[src/rtl/mem_access_unit_if.sv]
// Load/store unit port bundle: the requester-facing handshake plus the
// multi-cycle data bus. The unit itself takes the "slave" view; whoever
// drives requests and answers the bus (execute stage + memory, or a bench)
// takes the "master" view.
interface mem_access_unit_if #(
    parameter int XLEN = 32
);
    localparam int NB = XLEN / 8;

    // Requester side
    logic            available;
    logic            is_write;
    logic            is_unsigned;
    logic [1:0]      op;
    logic [XLEN-1:0] addr;
    logic [XLEN-1:0] in;
    logic            busy;
    logic            done;
    logic [XLEN-1:0] out;
    logic            op_fault;
    logic            addr_fault;
    logic            access_fault;

    // Data bus side
    logic            bus_req;
    logic            bus_we;
    logic [XLEN-1:0] bus_addr;
    logic [NB-1:0]   bus_be;
    logic [XLEN-1:0] bus_wdata;
    logic            bus_ack;
    logic            bus_err;
    logic [XLEN-1:0] bus_rdata;

    modport slave (
        input  available, is_write, is_unsigned, op, addr, in,
        output busy, done, out, op_fault, addr_fault, access_fault,
        output bus_req, bus_we, bus_addr, bus_be, bus_wdata,
        input  bus_ack, bus_err, bus_rdata
    );

    modport master (
        output available, is_write, is_unsigned, op, addr, in,
        input  busy, done, out, op_fault, addr_fault, access_fault,
        input  bus_req, bus_we, bus_addr, bus_be, bus_wdata,
        output bus_ack, bus_err, bus_rdata
    );
endinterface

[src/rtl/mem_access_unit.sv]
// Multi-cycle load/store unit. Accepts one access in IDLE, decodes size and
// alignment, runs a request/acknowledge bus transfer with byte lanes and a
// timeout watchdog, then presents extended load data or a fault for a single
// DONE cycle.
module mem_access_unit #(
    parameter int XLEN           = 32,
    parameter int TIMEOUT_CYCLES = 16
) (
    input  logic             clk,
    input  logic             reset,
    mem_access_unit_if.slave io
);
    localparam int NB   = XLEN / 8;
    localparam int OFFW = $clog2(NB);
    // The counter only needs to reach TIMEOUT_CYCLES-1.
    localparam int CW   = (TIMEOUT_CYCLES > 1) ? $clog2(TIMEOUT_CYCLES) : 1;
    localparam logic [CW-1:0] TO_LAST =
        CW'((TIMEOUT_CYCLES > 0) ? TIMEOUT_CYCLES - 1 : 0);

    typedef enum logic [1:0] {
        IDLE = 2'd0,
        REQ  = 2'd1,
        DONE = 2'd2
    } state_t;

    state_t          state_q;
    logic            busy_q;
    logic            done_q;
    logic            op_fault_q;
    logic            addr_fault_q;
    logic            access_fault_q;
    logic [XLEN-1:0] out_q;
    logic            bus_req_q;
    logic            bus_we_q;
    logic [XLEN-1:0] bus_addr_q;
    logic [NB-1:0]   bus_be_q;
    logic [XLEN-1:0] bus_wdata_q;
    logic            is_unsigned_q;
    logic [1:0]      op_q;
    logic [OFFW-1:0] off_q;
    logic [CW-1:0]   cnt_q;

    // ---------------------------------------------------------------
    // Acceptance-time decode (combinational on the requester inputs)
    // ---------------------------------------------------------------
    logic [OFFW-1:0] off_d;
    logic [NB-1:0]   be_base_d;
    logic [NB-1:0]   be_d;
    logic [XLEN-1:0] wdata_d;
    logic [XLEN-1:0] baddr_d;
    logic            op_invalid_d;
    logic            misaligned_d;

    assign off_d = io.addr[OFFW-1:0];

    // Size mask before lane shift: 1, 3, F or FF lanes.
    for (genvar gi = 0; gi < NB; gi++) begin : g_be_base
        assign be_base_d[gi] = (gi < (1 << io.op));
    end

    assign be_d         = be_base_d << off_d;
    assign wdata_d      = io.in << {off_d, 3'b000};
    assign baddr_d      = {io.addr[XLEN-1:OFFW], {OFFW{1'b0}}};
    assign op_invalid_d = (io.op == 2'b11) && (XLEN == 32);

    // Natural alignment check for the requested size
    always_comb begin
        misaligned_d = 1'b0;
        case (io.op)
            2'b01:   misaligned_d = io.addr[0];
            2'b10:   misaligned_d = |io.addr[1:0];
            2'b11:   misaligned_d = |io.addr[2:0];
            default: misaligned_d = 1'b0;
        endcase
    end

    // ---------------------------------------------------------------
    // Load extraction from the full-width read word (latched size/lane)
    // ---------------------------------------------------------------
    logic [XLEN-1:0] shifted_d;
    logic [XLEN-1:0] ext_mask_d;
    logic [XLEN-1:0] load_d;
    logic            sign_d;

    assign shifted_d = io.bus_rdata >> {off_q, 3'b000};

    // Bits belonging to the access size; a full-XLEN access yields all ones,
    // so the extension term below vanishes and is_unsigned has no effect.
    for (genvar gi = 0; gi < XLEN; gi++) begin : g_ext_mask
        assign ext_mask_d[gi] = (gi < (8 << op_q));
    end

    // Sign bit of the truncated value; irrelevant for full-width sizes
    always_comb begin
        sign_d = 1'b0;
        case (op_q)
            2'b00:   sign_d = shifted_d[7];
            2'b01:   sign_d = shifted_d[15];
            default: sign_d = shifted_d[31];
        endcase
    end

    assign load_d = (shifted_d & ext_mask_d)
                  | ((sign_d && !is_unsigned_q) ? ~ext_mask_d : '0);

    // ---------------------------------------------------------------
    // Control FSM with registered outputs
    // ---------------------------------------------------------------
    // Sequences accept -> bus transfer -> one-cycle completion
    always_ff @(posedge clk or posedge reset) begin
        if (reset) begin
            state_q        <= IDLE;
            busy_q         <= 1'b0;
            done_q         <= 1'b0;
            op_fault_q     <= 1'b0;
            addr_fault_q   <= 1'b0;
            access_fault_q <= 1'b0;
            out_q          <= '0;
            bus_req_q      <= 1'b0;
            bus_we_q       <= 1'b0;
            bus_addr_q     <= '0;
            bus_be_q       <= '0;
            bus_wdata_q    <= '0;
            is_unsigned_q  <= 1'b0;
            op_q           <= 2'b00;
            off_q          <= '0;
            cnt_q          <= '0;
        end else begin
            case (state_q)
                IDLE: begin
                    if (io.available) begin
                        is_unsigned_q <= io.is_unsigned;
                        op_q          <= io.op;
                        off_q         <= off_d;
                        busy_q        <= 1'b1;
                        cnt_q         <= '0;
                        if (op_invalid_d) begin
                            // Size fault wins over alignment; bus untouched.
                            op_fault_q <= 1'b1;
                            done_q     <= 1'b1;
                            state_q    <= DONE;
                        end else if (misaligned_d) begin
                            addr_fault_q <= 1'b1;
                            done_q       <= 1'b1;
                            state_q      <= DONE;
                        end else begin
                            bus_req_q   <= 1'b1;
                            bus_we_q    <= io.is_write;
                            bus_addr_q  <= baddr_d;
                            bus_be_q    <= be_d;
                            bus_wdata_q <= wdata_d;
                            state_q     <= REQ;
                        end
                    end
                end

                REQ: begin
                    if (io.bus_err) begin
                        // Error outranks a simultaneous acknowledge.
                        access_fault_q <= 1'b1;
                        bus_req_q      <= 1'b0;
                        done_q         <= 1'b1;
                        state_q        <= DONE;
                    end else if (io.bus_ack) begin
                        if (!bus_we_q) begin
                            out_q <= load_d;
                        end
                        bus_req_q <= 1'b0;
                        done_q    <= 1'b1;
                        state_q   <= DONE;
                    end else if ((TIMEOUT_CYCLES != 0) && (cnt_q == TO_LAST)) begin
                        access_fault_q <= 1'b1;
                        bus_req_q      <= 1'b0;
                        done_q         <= 1'b1;
                        state_q        <= DONE;
                    end else begin
                        cnt_q <= cnt_q + 1'b1;
                    end
                end

                DONE: begin
                    done_q         <= 1'b0;
                    busy_q         <= 1'b0;
                    op_fault_q     <= 1'b0;
                    addr_fault_q   <= 1'b0;
                    access_fault_q <= 1'b0;
                    state_q        <= IDLE;
                end

                default: begin
                    state_q <= IDLE;
                end
            endcase
        end
    end

    assign io.busy         = busy_q;
    assign io.done         = done_q;
    assign io.out          = out_q;
    assign io.op_fault     = op_fault_q;
    assign io.addr_fault   = addr_fault_q;
    assign io.access_fault = access_fault_q;
    assign io.bus_req      = bus_req_q;
    assign io.bus_we       = bus_we_q;
    assign io.bus_addr     = bus_addr_q;
    assign io.bus_be       = bus_be_q;
    assign io.bus_wdata    = bus_wdata_q;
endmodule
[src/flat_wrapper.sv]
// flat-port wrapper written by rule: the top's interface ports become plain ports
module mem_access_unit_flat 
#(
    parameter int XLEN           = 32,
    parameter int TIMEOUT_CYCLES = 16
)
  (clk, reset, io_available, io_is_write, io_is_unsigned, io_op, io_addr, io_in, io_busy, io_done, io_out, io_op_fault, io_addr_fault, io_access_fault, io_bus_req, io_bus_we, io_bus_addr, io_bus_be, io_bus_wdata, io_bus_ack, io_bus_err, io_bus_rdata);
  mem_access_unit_if #(.XLEN(XLEN)) io_i ();
  input  logic clk;
  input  logic reset;
  input wire logic [$bits(io_i.available)-1:0] io_available;
  input wire logic [$bits(io_i.is_write)-1:0] io_is_write;
  input wire logic [$bits(io_i.is_unsigned)-1:0] io_is_unsigned;
  input wire logic [$bits(io_i.op)-1:0] io_op;
  input wire logic [$bits(io_i.addr)-1:0] io_addr;
  input wire logic [$bits(io_i.in)-1:0] io_in;
  output wire logic [$bits(io_i.busy)-1:0] io_busy;
  output wire logic [$bits(io_i.done)-1:0] io_done;
  output wire logic [$bits(io_i.out)-1:0] io_out;
  output wire logic [$bits(io_i.op_fault)-1:0] io_op_fault;
  output wire logic [$bits(io_i.addr_fault)-1:0] io_addr_fault;
  output wire logic [$bits(io_i.access_fault)-1:0] io_access_fault;
  output wire logic [$bits(io_i.bus_req)-1:0] io_bus_req;
  output wire logic [$bits(io_i.bus_we)-1:0] io_bus_we;
  output wire logic [$bits(io_i.bus_addr)-1:0] io_bus_addr;
  output wire logic [$bits(io_i.bus_be)-1:0] io_bus_be;
  output wire logic [$bits(io_i.bus_wdata)-1:0] io_bus_wdata;
  input wire logic [$bits(io_i.bus_ack)-1:0] io_bus_ack;
  input wire logic [$bits(io_i.bus_err)-1:0] io_bus_err;
  input wire logic [$bits(io_i.bus_rdata)-1:0] io_bus_rdata;
  assign io_i.available = io_available;
  assign io_i.is_write = io_is_write;
  assign io_i.is_unsigned = io_is_unsigned;
  assign io_i.op = io_op;
  assign io_i.addr = io_addr;
  assign io_i.in = io_in;
  assign io_busy = io_i.busy;
  assign io_done = io_i.done;
  assign io_out = io_i.out;
  assign io_op_fault = io_i.op_fault;
  assign io_addr_fault = io_i.addr_fault;
  assign io_access_fault = io_i.access_fault;
  assign io_bus_req = io_i.bus_req;
  assign io_bus_we = io_i.bus_we;
  assign io_bus_addr = io_i.bus_addr;
  assign io_bus_be = io_i.bus_be;
  assign io_bus_wdata = io_i.bus_wdata;
  assign io_i.bus_ack = io_bus_ack;
  assign io_i.bus_err = io_bus_err;
  assign io_i.bus_rdata = io_bus_rdata;
  mem_access_unit #(.XLEN(XLEN), .TIMEOUT_CYCLES(TIMEOUT_CYCLES)) u_core (.clk(clk), .reset(reset), .io(io_i));
endmodule
[config.mk]
export PLATFORM = sky130hd
export DESIGN_NAME = mem_access_unit_flat
export DESIGN_NICKNAME = d
export VERILOG_FILES = /design/src/rtl/mem_access_unit_if.sv /design/src/rtl/mem_access_unit.sv /design/src/flat_wrapper.sv
export SDC_FILE = /design/constraint.sdc
export NUM_CORES = 1
export LEC_CHECK = 0
export CORE_ASPECT_RATIO = 0.5
export CORE_MARGIN = 8
export CORE_UTILIZATION = 40
export DETAILED_ROUTE_END_ITERATION = 8
export GPL_TIMING_DRIVEN = 0
export PLACE_DENSITY = 0.83
export REMOVE_ABC_BUFFERS = 1
export SETUP_SLACK_MARGIN = 0.02
export SLEW_MARGIN = 20
export SYNTH_ARGS = -nofsm -noshare
export SYNTH_HDL_FRONTEND = slang
export SYNTH_SLANG_ARGS = --single-unit
[constraint.sdc]
create_clock -name clk -period 3.47 [get_ports clk]
set_clock_uncertainty 0.15 [all_clocks]
set_input_delay 0.347 -clock clk [delete_from_list [all_inputs] [get_ports clk]]
set_output_delay 0.347 -clock clk [all_outputs]
set_load 0.05 [all_outputs]
==> results of run 1 <==
## registers in the layout, indices dropped and copies added (netlist names)
name,count
u_core.io.bus_addr,30
u_core.io.op_fault,1
u_core.io.done,1
u_core.is_unsigned_q,1
u_core.cnt_q,4
u_core.state_q,2
u_core.io.addr_fault,1
u_core.io.bus_be,4
u_core.io.access_fault,1
u_core.off_q,2
u_core.io.bus_req,1
u_core.io.bus_we,1
u_core.io.bus_wdata,32
u_core.op_q,2
u_core.io.busy,1
u_core.io.out,32
## worst max-delay path, stage by stage, from the launching register on
cell and delay (ps):
dfrtp_1 420, inv_1 100, ha_1 350, and4bb_1 900
o21ai_2 200, a21oi_2 660, a21oi_1 170
## cell usage in the layout, fill, tap and decap left out, types with 2 or more instances in the layout
| cell type | netlist | routed |
|---|---|---|
| clkdlybuf4s50_1 | 0 | 207 |
| dfrtp_1 | 116 | 114 |
| nand2_1 | 66 | 66 |
| nor2_1 | 57 | 57 |
| mux2_2 | 55 | 55 |
| a21oi_1 | 52 | 52 |
| o21ai_0 | 37 | 37 |
| mux2i_1 | 34 | 34 |
| clkbuf_16 | 0 | 17 |
| a211oi_1 | 16 | 16 |
| nor2b_1 | 12 | 12 |
| o31ai_1 | 9 | 9 |
| inv_1 | 8 | 7 |
| nor3_1 | 6 | 6 |
| ha_1 | 5 | 5 |
| clkinv_2 | 0 | 4 |
| buf_16 | 0 | 4 |
| nand2b_1 | 3 | 3 |
| nand3_1 | 3 | 3 |
| clkbuf_1 | 15 | 3 |
| clkinvlp_4 | 0 | 3 |
| bufinv_16 | 0 | 3 |
| xor2_1 | 2 | 2 |
| a22o_1 | 2 | 2 |
| conb_1 | 1 | 2 |
| buf_2 | 15 | 2 |
| buf_12 | 0 | 2 |
| dfrtp_2 | 0 | 2 |
## stage by stage
step / cell area (sq um) / hold slack [ps]
after global placement: 7780 / 309
after CTS: 8510 / 61.7
after global routing: 8520 / 62.6
after detailed placement: 7930 / 316
after floorplan: 5450 / 295
final: 8520 / 71.4
## power by group through the flow
stage	registers, mW	logic, mW	clock network [mW]
final	2.45	4.80	1.76
after global routing	2.53	5.02	1.85
after CTS	2.44	4.86	1.79
after detailed placement	2.46	4.84	0
after global placement	2.41	4.74	0
after floorplan	4.41	1.09	0
## layout make-up
cell class,instances,area share [%]
Clock buffer,21,5.29
Clock inverter,10,1.56
Inverter,8,0.411
Multi-Input combinational cell,382,29.6
Sequential cell,116,34.1
Tap cell,192,2.82
Timing Repair Buffer,215,26.2
## final timing paths
path	end	cells after the start
hold / removal	u_core.io.bus_wdata[8]$_DFFE_PP0P_	2
setup reg to reg	u_core.io.out[27]$_DFFE_PP0P_	6
min in group asynchronous	u_core.io.out[31]$_DFFE_PP0P_	2
max in group asynchronous	u_core.io.bus_addr[12]$_DFFE_PP0P_	3
setup / recovery	u_core.io.out[27]$_DFFE_PP0P_	6
hold reg to reg	u_core.io.bus_wdata[13]$_DFFE_PP0P_	2
## metal layers
metal | routed length (um) | global-route usage, % | up-vias | part of all wire, %
met1 | 6790 | 20.0 | 2396 | 40
met4 | 176 | 5.67 | 0 | 1.0
met3 | 1130 | 4.65 | 18 | 6.6
met2 | 8950 | 33.5 | 141 | 52
li1 | - | - | 2297 | -
met5 | 0 | 0 | - | 0
## cell families after synthesis
family / after synthesis / synth area share [%]
adders and majority gates: 5 / 1.11
buffers and inverters: 48 / 3.87
muxes: 90 / 17.3
and+or+nand+nor: 153 / 11.6
DFF: 116 / 51.6
AOI/OAI and AO/OA: 130 / 14.2
other: 1 / 0.0666
xor gates and xnor gates: 2 / 0.311
==> implementation parameters, run 1 <==
Parameter                              Value

Min path
  Critical hold path startpoint    io_addr[1]
  Hold WC Path Type    input port to flop

Global routing
  Via count of the first global-routing pass    5008
  Gr ovfl total    0
  Initial antenna violation count    0
  Largest net degree at the start of global routing    61
  Aggregate global-route resource usage    a little under a fifth
  Wire length of the first global-routing pass    around 26000 um

Clock network
  Clock latency of the later-clocked register in the worst-skew pair    400 ps
  Cell at the root of the clock tree    clkbuf_16
  Post-cts hold buffer count    0
  Count of buffers added by post-CTS timing repair for setup    0
  Clock transition at path regs    roughly 60 ps
  Count of clock tree sinks    about 120
  Number of gates resized after cts    0
  H-tree level count    4
  TritonCTS clock tree    built
  Buffer levels on the longest clock path    2
  Num CTS Buffers    17

Logic synthesis
  Number of enable flip-flop cells after synthesis    0
  Gate count after technology mapping    545
  Synth top cells by count    dfrtp_1 (116), nand2_1 (66), nor2_1 (57), mux2_2 (55), a21oi_1 (52)
  Register area share after synthesis    approximately half
  Synth top area share    between 50% and 60%
  Asr flop ratio synth    between 90% and 100%
  Post-synthesis area per instance    between 10 and 15 sq um
  Post-synthesis sequential element count    between 100 and 150
  Cell type contributing the most total cell area after synthesis    dfrtp_1
  Top post-synthesis cells by area    dfrtp_1 (52%), mux2_2 (11%), mux2i_1 (6.0%)
  Most used flip-flop cell after synthesis    dfrtp_1
  Yosys warning count    0
  Post-synthesis instance area    between 5000 and 6000 sq um
  Post-synthesis cell type count    44
  Leading cell type by number of instances after synthesis    dfrtp_1

Floorplanning
  Top-level port count    212
  Die Outline Area    between 15000 and 20000 sq um
  Placeable core area    roughly 14000 sq um
  Standard-cell rows    30
  Starting density of the core    about two fifths
  Die Span X    around 180 um
  Die outline height    around 100 um

Finish
  Fraction of layout cells with a size suffix above 1    13.4%
  Inserted Diodes    0
  Post-route core utilization    62.3%
  Number of nets in the finished design    850
  Combined flip-flop and latch cell area    between 2000 and 3000 sq um
  Layout filler cell count    1127
  Area Growth Syn to Fin    51.3%
  Combined area of the multi-input logic cells    about 2500 sq um
  Final Instance Count excl. Fillers    944

Route
  DR vias/cell    ~5.1
  Detailed-routing iteration count for the pre-antenna-repair pass    4
  Routed wirelength normalized by instance count    between 15 and 20 um
  Via count    about 4900
  DR DRC count    0
  Starting DRC count in detailed routing    slightly below 200
  Detail Route Antenna Nets    0
  Total wire length after detailed routing    17000 um

Flow run
  Number of maximum-capacitance constraint violations    0

Placement
  Dpl ws    266 ps
  DP HPWL    12300 um
  # placed instances    around 910
  Placer Congestion    between 0.7 and 0.8
  Port bufs    approximately 210

Timing
  Unrepaired setup endpoints after global routing    no
  Share of the clock period used by the worst path after layout    roughly 90%
  Hold violation count in the final report    0
  Final setup slack of the worst path    between 300 and 400 ps
  Transition at the pin with the smallest max-transition slack    just under 1000 ps
  Setup TNS after final layout    0 ps
  Count of final max-slew check failures    0
  F_max    320 MHz
  Normalized max-slew margin    34.8%
  Finish-stage setup viols    0
  Final critical-path required period    3130 ps

Setup path
  Worst Setup Start Kind    flop
  Worst-case register-to-register setup slack    340 ps
  Crit. End Element    flop
  Worst-path fanout max    25
  Arrival time worst endpoint    around 3200 ps
  First element of the critical path    u_core.state_q[1]$_DFFE_PP0P_
  Reg2Reg Launch Point    u_core.state_q[1]$_DFFE_PP0P_
  Category of the critical setup timing path    flop to flop
  Required arrival time at the worst endpoint    3560 ps

Power and ir drop
  Pint    4.84 mW
  PD cells    around 1100 nW/um^2
  Net switching power figure    between 4 and 5 mW
  Fraction of power spent switching nets    a little under half
  Share of power burned in registers    between 20% and 30%
  Static Leakage    ~3.6 nW
  Largest voltage drop on the vdd net    604 uV
  Power, Total    around 9 mW
  Power share of the clock group    between 10% and 20%
  Combinational power share    roughly 53%

Outcome
  Run status    finished, final reports clean
(Power assumes the default switching activity.)
==> run 2, diff against run 1 <==
- ABC_AREA: unset -> 1
- CORE_UTILIZATION: 40 -> 41
- PLACE_DENSITY: 0.83 -> 0.84
- SETUP_SLACK_MARGIN: 0.02 -> unset
==> run 2 against run 1 <==
Routed wire length increased by 9.5%; via count increased by 18%; design area decreased by 0.81%; synthesized cell count increased by 32%; flip-flop and latch count unchanged; sequential share of layout area increased by 0.25 points; clock power increased by 2%; critical path depth increased by 2; register-to-register slack improved by 310 ps; cell count increased by 18%.
==> implementation parameters, run 2 <==
Parameter                              Value

Logic synthesis
  XOR/XNOR share of the synthesized area    less than 1%
  Register area share after synthesis    between 50% and 60%
  Multiplexer share of the synthesized area    0%
  Fraction of the mapped netlist area in compound gates    between 10% and 20%
  Synth top cells by count    nand2_1 (259), dfrtp_1 (116), a21oi_1 (52), nor2_1 (49), o21ai_0 (40)
  Post-synthesis instance area    ~5700 sq um
  Cell type contributing the most total cell area after synthesis    dfrtp_1
  Post-synthesis area per instance    slightly below 8 sq um
  Top post-synthesis cells by area    dfrtp_1 (51%), nand2_1 (17%), a21oi_1 (4.6%)
  Synth top area share    about half
  Dominant combinational cell family by area after synthesis    simple AND/OR/NAND/NOR gates
  Most used flip-flop cell after synthesis    dfrtp_1
  Yosys warning count    0
  Post-synthesis share of cell area spent on full adders, half adders and majority gates    under 10%
  Post-synthesis cell type count    31
  Number of enable flip-flop cells after synthesis    0
  Leading cell type by number of instances after synthesis    nand2_1
  Asr flop ratio synth    100%
  Gate count after technology mapping    around 720
  Post-synthesis sequential element count    ~120
  Simple-gate area share of the yosys netlist    between 20% and 30%

Min path
  Hold WC Path Type    input port to asynchronous set/reset pin

Timing
  Count of final max-slew check failures    0
  Final critical-path required period    around 3100 ps
  Transition at the pin with the smallest max-transition slack    approximately 1100 ps
  Final setup slack of the worst path    roughly 350 ps
  F_max    between 300 and 400 MHz
  Normalized max-slew margin    between 20 and 30%
  Finish-stage setup viols    0
  Unrepaired setup endpoints after global routing    no
  Share of the clock period used by the worst path after layout    89.8%
  Hold violation count in the final report    0

Finish
  Final instance area    around 8400 sq um
  Fraction of layout cells with a size suffix above 1    about 7.0%
  Area Growth Syn to Fin    48.0%
  Most common cell after layout, fill and taps aside    nand2_1
  Number of nets in the finished design    ~1000
  Most frequent cells in the layout    nand2_1 (258), clkdlybuf4s50_1 (208), dfrtp_1 (116), a21oi_1 (52), nor2_1 (49)

Route
  Detailed-routing iteration count for the pre-antenna-repair pass    5
  Via count    ~5700
  DR vias/cell    between 5 and 6
  Detail Route Antenna Nets    0
  Total wire length after detailed routing    roughly 19000 um
  Routed wirelength normalized by instance count    between 15 and 20 um
  Starting DRC count in detailed routing    around 400
  DR DRC count    0

Setup path
  First element of the critical path    io_addr[0]
  R2R cell count    7
  Reg2reg end    u_core.io.out[20]$_DFFE_PP0P_
  Termination of the worst setup path    u_core.io.bus_wdata[12]$_DFFE_PP0P_
  Worst-path fanout max    84
  Reg2Reg Launch Point    u_core.off_q[0]$_DFFE_PP0P_
  Arrival time worst endpoint    3250 ps
  Worst-case register-to-register setup slack    roughly 650 ps
  Worst Setup Start Kind    input port
  Category of the critical setup timing path    input port to flop
  Required arrival time at the worst endpoint    roughly 3600 ps
  Crit. End Element    flop

Floorplanning
  Die Outline Area    18200 sq um
  Die Span X    183 um
  Starting density of the core    between 40 and 50%
  Top-level port count    roughly 210
  Die outline height    about 100 um
  Standard-cell rows    30
  Placeable core area    approximately 14000 sq um

Flow run
  Number of maximum-capacitance constraint violations    0

Clock network
  Clock latency of the later-clocked register in the worst-skew pair    400 ps
  Num CTS Buffers    17
  Buffer levels on the longest clock path    2
  Cell at the root of the clock tree    clkbuf_16
  H-tree level count    4
  Count of buffers added by post-CTS timing repair for setup    0
  Count of clock tree sinks    approximately 120
  TritonCTS clock tree    built
  Post-cts hold buffer count    0
  Clock transition at path regs    60 ps

Placement
  Port bufs    209
  Placer Congestion    between 0.8 and 0.9
  Dpl ws    -802 ps
  Post-Place Cell Area    between 7000 and 8000 sq um
  DP HPWL    between 10000 and 15000 um

Power and ir drop
  Static Leakage    around 4.0 nW
  Largest voltage drop on the vdd net    510 uV
  PD cells    about 1100 nW/um^2
  Power, Total    ~9.1 mW

Global routing
  Wire length of the first global-routing pass    just under 30000 um
  Largest net degree at the start of global routing    85
  Via count of the first global-routing pass    around 5900
  Initial antenna violation count    2
  Gr ovfl total    0
  Aggregate global-route resource usage    20.2%

Outcome
  Run status    finished, final reports clean
[run 2: routing by layer]
metal  GRT usage (%)  share of wire [%]  routed length (um)  vias up
li1                -                  -                   -     2722
met1            23.4                 41                7660     2694
met2            33.8                 48                8880      248
met3            5.57                7.3                1360       59
met4            11.4                4.1                 758        2
met5               0              0.048                   9        -
[run 2: cell type report]
type	instances	area [sq um]
Antenna cell	1	2.50
Clock buffer	23	478
Sequential cell	116	2900
Timing Repair Buffer	210	2120
Fill cell	1162	5140
Tap cell	192	240
Multi-Input combinational cell	519	2380
Inverter	48	190
Clock inverter	9	126
[run 2: what timing repair did]
action | 4_1_cts | 5_1_grt
pin swaps | 1 | 1
endpoints found under the hold margin | 0 | 0
endpoints found under the setup margin | 67 | 67
gates cloned | 1 | 1
gates resized for setup | 1 | 1
[run 2: worst min-delay path by stage]
stage | to | depth (start not counted) | from | slack [ps]
2_1_floorplan | u_core.io.bus_wdata[10]$_DFFE_PP0P_ | 1 | io_addr[1] | 290
4_1_cts | u_core.io.out[1]$_DFFE_PP0P_ | 2 | reset | 220
6_report | u_core.io.out[17]$_DFFE_PP0P_ | 2 | reset | 210
3_3_place_gp | u_core.io.bus_addr[29]$_DFFE_PP0P_ | 2 | u_core.io.bus_addr[29]$_DFFE_PP0P_ | 300
5_1_grt | u_core.io.out[1]$_DFFE_PP0P_ | 2 | reset | 270
3_5_place_dp | u_core.io.bus_addr[8]$_DFFE_PP0P_ | 2 | u_core.io.bus_addr[8]$_DFFE_PP0P_ | 310
[run 2: logic make-up (layout without fill, tap and decap cells)]
| kind of cell | count (synthesis) | after routing |
|---|---|---|
| other | 1 | 3 |
| AOI/OAI and AO/OA | 165 | 165 |
| DFF | 116 | 116 |
| xor gates and xnor gates | 1 | 1 |
| buffers and inverters | 90 | 290 |
| adders and majority gates | 5 | 5 |
| and+or+nand+nor | 344 | 346 |
[run 2: through the flow]
stage | utilization, % | instances | hold slack [ps] | setup TNS (ps)
floorplan | - | 681 | 292 | -11530
global placement | 57.3 | 1082 | 304 | -280650
detailed placement | 57.6 | 1083 | 308 | -45760
CTS | 62.1 | 1116 | 215 | 0
global route | 62.2 | 1118 | 265 | 0
finish | 62.2 | 1118 | 210 | 0
[run 2: critical path, stage by stage]
cell	delay [ps]
clkdlybuf4s50_1	890
inv_4	520
nand2_1	130
nand2_1	100
nand2_2	120
nor2_4	350
inv_4	380
o31ai_1	370
[run 2: power breakdown]
part           switching (mW)  internal, mW  leakage (nW)
registers               0.407          1.96          1.45
logic                    3.38          1.54          2.21
clock network           0.617          1.18         0.297
